[src/rtl/conv3x3_engine.sv]
// conv3x3_engine: sequential 3x3 convolution responder for the image-filter datapath.
// Latency: start_conv sampled at E0 -> done_conv/result_valid high in the cycle after E10 (11 cycles).
// Backpressure: none; start_conv is a held level request, shift_en/coef writes are ignored while busy.
//
// Ports:
//   clk, rst_n                 clock (rising edge), asynchronous active-low reset
//   shift_en, pixel_in[7:0]    window shift strobe and unsigned pixel (IDLE only)
//   start_conv                 level request, held until done_conv is seen
//   coef_we, coef_addr[3:0],   kernel write port, index 0..8 row-major, signed data
//   coef_data[7:0]
//   done_conv, result_valid    one-cycle completion / result-memory write strobe
//   busy                       high in every state other than IDLE
//   result_data[7:0]           normalised output pixel
//   result_addr[13:0]          raster address of the output pixel
//
// Parameters: NORM_SHIFT (arithmetic right shift of the sum), PIXELS (address wrap point).
// Optional feature: define CONV3X3_SAT_EN to clamp the normalised sum to [0,255];
// otherwise the low 8 bits of the normalised sum are output (wrap-around).

module conv3x3_engine #(
    parameter int NORM_SHIFT = 0,
    parameter int PIXELS     = 16384
) (
    input  logic        clk,
    input  logic        rst_n,
    input  logic        shift_en,
    input  logic [7:0]  pixel_in,
    input  logic        start_conv,
    input  logic        coef_we,
    input  logic [3:0]  coef_addr,
    input  logic [7:0]  coef_data,
    output logic        done_conv,
    output logic        busy,
    output logic        result_valid,
    output logic [7:0]  result_data,
    output logic [13:0] result_addr
);

    typedef enum logic [2:0] {
        S_IDLE,
        S_MAC,
        S_NORM,
        S_DONE,
        S_WAIT_LOW
    } state_t;

    localparam logic [13:0] LAST_ADDR = 14'(PIXELS - 1);

    state_t             state_q;
    logic [7:0]         win_q  [9];
    logic signed [7:0]  coef_q [9];
    logic signed [19:0] acc_q;
    logic [3:0]         k_q;
    logic [13:0]        cnt_q;

    logic               done_q;
    logic               valid_q;
    logic               busy_q;
    logic [7:0]         data_q;
    logic [13:0]        addr_q;

    // Tap selection and product for the current k.
    logic [7:0]         tap_pix;
    logic signed [7:0]  tap_coef;
    logic signed [16:0] pix_ext;
    logic signed [16:0] coef_ext;
    logic signed [16:0] prod;
    logic signed [19:0] acc_d;
    logic [7:0]         norm_pix;
    logic [13:0]        cnt_d;
`ifdef CONV3X3_SAT_EN
    logic signed [19:0] norm_r;
`endif

    always_comb begin
        tap_pix  = '0;
        tap_coef = '0;
        for (int i = 0; i < 9; i++) begin
            if (k_q == 4'(i)) begin
                tap_pix  = win_q[i];
                tap_coef = coef_q[i];
            end
        end
        // Pixel is unsigned: zero-extend; coefficient is signed: sign-extend.
        pix_ext  = {9'b0, tap_pix};
        coef_ext = {{9{tap_coef[7]}}, tap_coef};
        prod     = pix_ext * coef_ext;
        acc_d    = acc_q + {{3{prod[16]}}, prod};
    end

    always_comb begin
`ifdef CONV3X3_SAT_EN
        norm_r = acc_q >>> NORM_SHIFT;
        if (norm_r < 0) begin
            norm_pix = 8'd0;
        end else if (norm_r > 20'sd255) begin
            norm_pix = 8'hFF;
        end else begin
            norm_pix = norm_r[7:0];
        end
`else
        norm_pix = 8'(acc_q >>> NORM_SHIFT);
`endif
    end

    always_comb begin
        cnt_d = (cnt_q == LAST_ADDR) ? 14'd0 : cnt_q + 14'd1;
    end

    always_ff @(posedge clk or negedge rst_n) begin
        if (!rst_n) begin
            state_q <= S_IDLE;
            for (int i = 0; i < 9; i++) begin
                win_q[i]  <= '0;
                coef_q[i] <= (i == 4) ? 8'sd1 : 8'sd0;
            end
            acc_q   <= '0;
            k_q     <= '0;
            cnt_q   <= '0;
            done_q  <= 1'b0;
            valid_q <= 1'b0;
            busy_q  <= 1'b0;
            data_q  <= '0;
            addr_q  <= '0;
        end else begin
            done_q  <= 1'b0;
            valid_q <= 1'b0;
            case (state_q)
                S_IDLE: begin
                    // A shift coinciding with start is still taken; MAC reads the
                    // window from the next cycle, so it sees the post-shift data.
                    if (shift_en) begin
                        for (int i = 0; i < 8; i++) begin
                            win_q[i] <= win_q[i+1];
                        end
                        win_q[8] <= pixel_in;
                    end
                    if (coef_we) begin
                        for (int i = 0; i < 9; i++) begin
                            if (coef_addr == 4'(i)) begin
                                coef_q[i] <= coef_data;
                            end
                        end
                    end
                    if (start_conv) begin
                        acc_q   <= '0;
                        k_q     <= '0;
                        busy_q  <= 1'b1;
                        state_q <= S_MAC;
                    end
                end
                S_MAC: begin
                    acc_q <= acc_d;
                    if (k_q == 4'd8) begin
                        state_q <= S_NORM;
                    end else begin
                        k_q <= k_q + 4'd1;
                    end
                end
                S_NORM: begin
                    data_q  <= norm_pix;
                    addr_q  <= cnt_q;
                    done_q  <= 1'b1;
                    valid_q <= 1'b1;
                    state_q <= S_DONE;
                end
                S_DONE: begin
                    // The address has already been presented; advance for the next pixel.
                    cnt_q   <= cnt_d;
                    state_q <= S_WAIT_LOW;
                end
                S_WAIT_LOW: begin
                    // Wait for the request to drop so one request yields one result.
                    if (!start_conv) begin
                        busy_q  <= 1'b0;
                        state_q <= S_IDLE;
                    end
                end
                default: begin
                    busy_q  <= 1'b0;
                    state_q <= S_IDLE;
                end
            endcase
        end
    end

    assign done_conv    = done_q;
    assign result_valid = valid_q;
    assign busy         = busy_q;
    assign result_data  = data_q;
    assign result_addr  = addr_q;

endmodule
[config.mk]
export PLATFORM = sky130hd
export DESIGN_NAME = conv3x3_engine
export DESIGN_NICKNAME = d
export VERILOG_FILES = /design/src/rtl/conv3x3_engine.sv
export SDC_FILE = /design/constraint.sdc
export NUM_CORES = 1
export LEC_CHECK = 0
export ABC_CLOCK_PERIOD_IN_PS = 5750
export BUFFER_PORTS_ARGS = -buffer_cell sky130_fd_sc_hd__buf_2
export CORE_MARGIN = 1
export CORE_UTILIZATION = 41
export CTS_BUF_LIST = sky130_fd_sc_hd__clkbuf_4 sky130_fd_sc_hd__clkbuf_8
export DETAILED_ROUTE_END_ITERATION = 10
export MAX_ROUTING_LAYER = met4
export PLACE_DENSITY = 0.58
export SYNTH_ARGS = -nofsm -noshare
export SYNTH_HDL_FRONTEND = slang
export SYNTH_SLANG_ARGS = --single-unit
[constraint.sdc]
create_clock -name clk -period 5.75 [get_ports clk]
set_clock_uncertainty 0.05 [all_clocks]
set_input_delay 0.8625 -clock clk [delete_from_list [all_inputs] [get_ports clk]]
set_output_delay 0.8625 -clock clk [all_outputs]
set_load 0.01 [all_outputs]
==> flow_metrics.env, run 1 <==
export IMPL_synth_ff_type="dfrtp_1"
export IMPL_synth_area_mm2=0.0103
export IMPL_rsz0062_at_grt="yes"
export IMPL_row_count=57
export IMPL_slowest_delay_ns=0.54
export IMPL_cpMaxStageDelayCell="fa_1"
export IMPL_grt_usage=0.213
export IMPL_grt_pass1_wl_um=41400
export IMPL_worst_pin_slew_ns=1.01
export IMPL_fp_dieH_um=160
export IMPL_initial_utilization=0.419
export IMPL_clk_latency_ns=0.49
export IMPL_coreArea_mm2=0.0245
export IMPL_fin_hold_ws_ns=0.402
export IMPL_synth_most_common_cell="dfrtp_1"
export IMPL_grt_pass1_vias=7547
export IMPL_outcome="finished clean"
export IMPL_hpwl_um=17400
export IMPL_dpl_cell_area_mm2=0.0113
export IMPL_p_switching_mw=3.38
export IMPL_reg2reg_to="acc_q[7]"
export IMPL_regToRegSetupSlack_ns=0.05
export IMPL_port_buffers=49
export IMPL_p_leak_nw=5.61
export IMPL_grt_start_max_net_pins=100
export IMPL_vias=7295
export IMPL_synth_edff_count=0
export IMPL_final_area_mm2=0.0122
export IMPL_combPwrFrac=0.604
export IMPL_maxCapViolCount=0
export IMPL_pwr_share_seq=0.285
export IMPL_drive_gt1_frac=0.379
export IMPL_swShare=0.408
export IMPL_reg2regPathDepth=27
export IMPL_syn2layout_area_growth_pct=18.8
export IMPL_fmax_mhz=175
export IMPL_synth_avg_cell_area_um2=11.4
export IMPL_yosys_warnings=0
export IMPL_setup_violations_final=0
export IMPL_firstDrtPassIters=5
export IMPL_syn_nets=970
export IMPL_intPower_mw=4.90
export IMPL_drtIter0Drc=452
export IMPL_routedWlPerCell_um=18.5
export IMPL_startpoint_type="flop"
export IMPL_ir_drop_v=0.000486
export IMPL_cts_tree="yes"
export IMPL_drt_total_wl_um=25200
export IMPL_overflow=0
export IMPL_max_slew_margin_rel=0.328
export IMPL_worst_setup_path_type="reg -> reg"
export IMPL_drc=0
export IMPL_power_total_mw=8.28
export IMPL_antenna_found_initial=0
export IMPL_netlist_top_cells_area="dfrtp_1 (48%), mux2_2 (18%), ha_1 (3.8%)"
export IMPL_power_density_mw_per_mm2=680
export IMPL_die_area_mm2=0.0257
export IMPL_path_clk_slew_ns=0.12
export IMPL_r2r_start="k_q[0]"
export IMPL_numCtsBuffers=17
export IMPL_synthArstFlopShare=1.00
export IMPL_end_kind="flop"
export IMPL_ios=50
export IMPL_final_cells=1357
export IMPL_gp_congestion=0.849
export IMPL_fin_crit_sh=0.992
export IMPL_hold_viol=0
export IMPL_yosysSeqAreaShare=0.481
export IMPL_synth_commonest_cells="dfrtp_1 (196), mux2_2 (162), a21oi_1 (58)"
export IMPL_fin_crit_ns=5.70
export IMPL_worstPathRequired_ns=6.09
export IMPL_synthCells=901
export IMPL_slew_violations=0
export IMPL_p_clk_frac=0.111
export IMPL_fp_dieW_um=160
export IMPL_synthDistinctLibCells=60
export IMPL_dp_cells=1298
export IMPL_cp_max_fo=8
export IMPL_yosys_area_top_type="dfrtp_1"
export IMPL_cts_sinks=197
export IMPL_final_antenna_net_count=0
export IMPL_antenna_cells=0
export IMPL_htree_levels=4
export IMPL_viasPerCell=5.38
export IMPL_yosys_register_bits=197
export IMPL_cts_root_buf="clkbuf_8"
export IMPL_nNetsFinal=1089
export IMPL_clockBufferDepth=2
export IMPL_hold_path_class="in -> async"
export IMPL_crit_arrival_ns=6.05
export IMPL_yosysTopAreaCellShare=0.478
-- cells in the final DEF (no fill, tap or decap), drive strengths merged, types with 4 or more instances in the layout --
master	synthesis	layout
nand2	52	52
nor3	7	7
a221o	5	5
a21oi	58	58
dfrtp	196	196
a222oi	4	4
nor2b	23	23
xnor2	17	17
nand3	17	17
o22ai	19	19
a21o	5	5
fa	13	13
and3	4	4
nand4	6	6
ha	31	31
or3	6	6
buf	21	144
nor3b	4	4
nand3b	14	14
inv	49	54
a221oi	11	11
clkinv	0	9
and2	15	15
clkbuf	24	18
a211oi	6	6
o21a	5	5
mux2	162	162
xor2	12	12
o21ai	33	33
nor2	44	44
-- area by class of cell --
| class | count | area [um2] |
|---|---|---|
| Clock buffer | 17 | 234 |
| Tap cell | 324 | 405 |
| Clock inverter | 15 | 180 |
| Timing Repair Buffer | 145 | 1080 |
| Fill cell | 2270 | 12300 |
| Multi-Input combinational cell | 610 | 5170 |
| Inverter | 49 | 188 |
| Sequential cell | 197 | 4930 |
-- how the worst max path moves through the flow --
| stage | start | end | cells after the start |
|---|---|---|---|
| after floorplan | k_q[0] | acc_q[7] | 21 |
| after global placement | k_q[1] | acc_q[7] | 23 |
| after detailed placement | k_q[1] | acc_q[7] | 23 |
| after CTS | k_q[0] | acc_q[7] | 24 |
| after global routing | k_q[0] | acc_q[7] | 27 |
| final | k_q[0] | acc_q[7] | 27 |
-- routing by layer --
| metal | global-route usage | part of all wire | wire [um] | vias up |
|---|---|---|---|---|
| li1 | - | - | - | 3451 |
| met1 | 0.288 | 0.48 | 12100 | 3692 |
| met2 | 0.333 | 0.47 | 11800 | 124 |
| met3 | 0.0340 | 0.034 | 861 | 28 |
| met4 | 0.0571 | 0.014 | 364 | 0 |
| met5 | - | 0 | 0 | - |
-- flip-flops by register name, indices dropped and copies added (netlist names) --
name          cells
cnt_q            14
acc_q             8
result_valid      1
busy              1
state_q           3
win_q            72
result_data       8
result_addr      14
k_q               4
coef_q           72
-- cell families after synthesis --
| family | Yosys count | share of synthesized area |
|---|---|---|
| and+or+nand+nor | 200 | 0.100 |
| DFF | 197 | 0.481 |
| AOI/OAI and AO/OA | 172 | 0.109 |
| muxes | 162 | 0.178 |
| buffers and inverters | 94 | 0.0376 |
| adders and majority gates | 44 | 0.0632 |
| xor gates and xnor gates | 32 | 0.0314 |
-- worst max-delay path, delay by kind of cell, from the launching register on --
family	cells	cell delay (ns)
compound gates	7	1.24
xor+xnor	4	0.98
fa+ha+maj	6	1.88
buf+inv	9	0.97
flops	1	0.45
simple gates	1	0.03
-- stage by stage --
stage | setup slack (ns) | util | TNS [ns]
2_1_floorplan | 0.0502 | - | 0
3_3_place_gp | -0.254 | 0.463 | -0.254
3_5_place_dp | -0.244 | 0.463 | -0.244
4_1_cts | 0.000459 | 0.493 | 0
5_1_grt | -0.222 | 0.498 | -0.222
6_report | 0.0459 | 0.498 | 0
-- power groups by stage --
stage               combinational [mW]  clock [mW]  sequential [mW]
floorplan                         3.14           0             2.23
global placement                  4.36           0             2.38
detailed placement                4.43           0             2.38
CTS                               4.81       0.945             2.36
global route                      5.55       0.995             2.43
finish                            5.00       0.921             2.36
-- what timing repair did --
item | in CTS | in global routing
hold buffers | 0 | 0
pin swaps | 30 | 24
endpoints found under the hold margin | 0 | 0
resized for setup | 32 | 19
setup endpoints to repair | 1 | 1
cloned | 1 | 0
setup buffers | 22 | 4
Power figures use the tool's default switching activity.
==> run 2, diff against run 1 <==
--- a/config.mk
+++ b/config.mk
@@ -13,6 +13,7 @@
 export DETAILED_ROUTE_END_ITERATION = 10
 export MAX_ROUTING_LAYER = met4
 export PLACE_DENSITY = 0.58
+export RECOVER_POWER = 100
 export SYNTH_ARGS = -nofsm -noshare
 export SYNTH_HDL_FRONTEND = slang
 export SYNTH_SLANG_ARGS = --single-unit
==> run 2 against run 1 <==
The run now ends with max-capacitance violations, max-slew violations left. Via count up 0.47%. Combinational power about the same. Core utilization down 0.26 points. Wire length up 0.47%. Largest power group unchanged. Total power about the same. Die area unchanged. Sequential power about the same. First-iteration DRC count up 5.1%. Sequential share of layout area up 0.21 points. Non-clock buffer count unchanged. Largest cell class unchanged.
==> flow_metrics.env, run 2 (synthesis results as in run 1) <==
export IMPL_fp_dieW_um=160
export IMPL_clk_latency_ns=0.49
export IMPL_vias=7329
export IMPL_end_kind="flop"
export IMPL_cpMaxStageDelayCell="fa_1"
export IMPL_setup_violations_final=0
export IMPL_setup_tns_final_ns=0
export IMPL_clockBufferDepth=2
export IMPL_row_count=57
export IMPL_fin_crit_ns=5.72
export IMPL_slowest_delay_ns=0.54
export IMPL_startpoint_type="flop"
export IMPL_ir_drop_v=0.000485
export IMPL_fmax_mhz=175
export IMPL_dpl_cell_area_mm2=0.0113
export IMPL_largestRegisters="coef_q (72), win_q (72)"
export IMPL_drc=0
export IMPL_cts_sinks=197
export IMPL_grt_usage=0.213
export IMPL_drtIter0Drc=475
export IMPL_failed_checks="max-capacitance violations, max-slew violations"
export IMPL_path_delay_family="adder cells"
export IMPL_die_area_mm2=0.0257
export IMPL_hold_viol=0
export IMPL_grt_pass1_vias=7547
export IMPL_firstDrtPassIters=5
export IMPL_worst_setup_path_type="reg -> reg"
export IMPL_drive_gt1_frac=0.349
export IMPL_regToRegSetupSlack_ns=0.03
export IMPL_cp_num_buf_inv=9
export IMPL_p_leak_nw=5.49
export IMPL_final_common_cell="dfrtp_1"
export IMPL_hpwl_um=17400
export IMPL_power_density_mw_per_mm2=684
export IMPL_ios=50
export IMPL_hold_path_class="reg -> reg"
export IMPL_crit_arrival_ns=6.06
export IMPL_htree_levels=4
export IMPL_overflow=0
export IMPL_path_clk_slew_ns=0.13
export IMPL_nNetsFinal=1089
export IMPL_outcome="finished, violations left"
export IMPL_rsz0062_at_grt="yes"
export IMPL_initial_utilization=0.419
export IMPL_antenna_cells=0
export IMPL_nFillCells=2289
export IMPL_cts_tree="yes"
export IMPL_fin_crit_sh=0.994
export IMPL_coreArea_mm2=0.0245
export IMPL_cp_max_fo=8
export IMPL_maxCapViolCount=2
export IMPL_drt_total_wl_um=25300
export IMPL_fp_dieH_um=160
export IMPL_gp_congestion=0.849
export IMPL_slew_violations=179
export IMPL_worstPathRequired_ns=6.09
export IMPL_final_antenna_net_count=0
export IMPL_worst_pin_slew_ns=3.18
export IMPL_max_slew_margin_rel=-1.12
export IMPL_final_cell_mix="dfrtp_1 (196), mux2_2 (162), buf_4 (77), a21oi_1 (54), nand2_1 (52)"
export IMPL_power_total_mw=8.29
export IMPL_viasPerCell=5.40
export IMPL_routedWlPerCell_um=18.6
export IMPL_cts_root_buf="clkbuf_8"
export IMPL_numCtsBuffers=17
export IMPL_syn2layout_area_growth_pct=18.2
export IMPL_grt_pass1_wl_um=41400
export IMPL_antenna_found_initial=0
export IMPL_port_buffers=49
export IMPL_final_area_mm2=0.0121
export IMPL_grt_start_max_net_pins=100
[run 2: cell types whose count changed in the layout (fill, tap and decap cells not counted), moves of 2 or more]
cell	delta
and2_0	+2
buf_2	-25
buf_4	-6
clkbuf_1	+29
clkbuf_2	+3
[run 2: repair_timing]
item,4_1_cts,5_1_grt
hold buffers,0,0
endpoints found under the hold margin,0,0
buffers inserted,22,4
cloned,1,0
pin swaps,30,24
endpoints found under the setup margin,1,1
resized for setup,32,19
[run 2: power breakdown]
| group | internal (mW) | switching [mW] | leakage [nW] |
|---|---|---|---|
| clock network | 0.335 | 0.586 | 0.207 |
| logic | 2.63 | 2.37 | 2.73 |
| registers | 1.94 | 0.423 | 2.55 |
[run 2: metal layers]
metal / vias to the layer above / global-route usage / routed length, um
met2: 115 / 0.333 / 12000
met1: 3737 / 0.288 / 12200
li1: 3450 / - / -
met3: 27 / 0.0340 / 752
met4: 0 / 0.0571 / 366
met5: - / - / 0
[run 2: worst register-to-register path, delay by kind of cell (launching register included)]
kind	cells	cell delay, ns
flops	1	0.45
fa+ha+maj	6	1.88
simple gates	1	0.04
buf+inv	9	1.00
xor+xnor	4	0.98
compound gates	7	1.25
[run 2: area by class of cell]
type / instances / area [um2] / share of cell area
clock buffers: 17 / 234 / 0.0193
clock inverters: 15 / 180 / 0.0149
inverters: 49 / 188 / 0.0155
multi-input cells: 610 / 5170 / 0.426
flip-flops and latches: 197 / 4930 / 0.407
well taps: 324 / 405 / 0.0334
repair buffers: 145 / 1020 / 0.0840
[run 2: metrics by stage]
stage	util	instances	setup WS (ns)	hold slack, ns
after detailed placement	0.463	1298	-0.244	0.436
after global routing	0.496	1357	-0.222	0.484
after CTS	0.493	1353	0.000459	0.421
final	0.496	1357	0.0336	0.446
after global placement	0.463	1298	-0.254	0.428
after floorplan	-	901	0.0502	0.403
[run 2: worst paths after layout]
| kind | to | startpoint | cells after the start |
|---|---|---|---|
| max | acc_q[7] | k_q[0] | 27 |
| min | cnt_q[8] | cnt_q[8] | 1 |
| max reg2reg | acc_q[7] | k_q[0] | 27 |
| min reg2reg | cnt_q[8] | cnt_q[8] | 1 |
| max in group asynchronous | win_q[6] | rst_n | 2 |
| min in group asynchronous | coef_q[65] | rst_n | 1 |
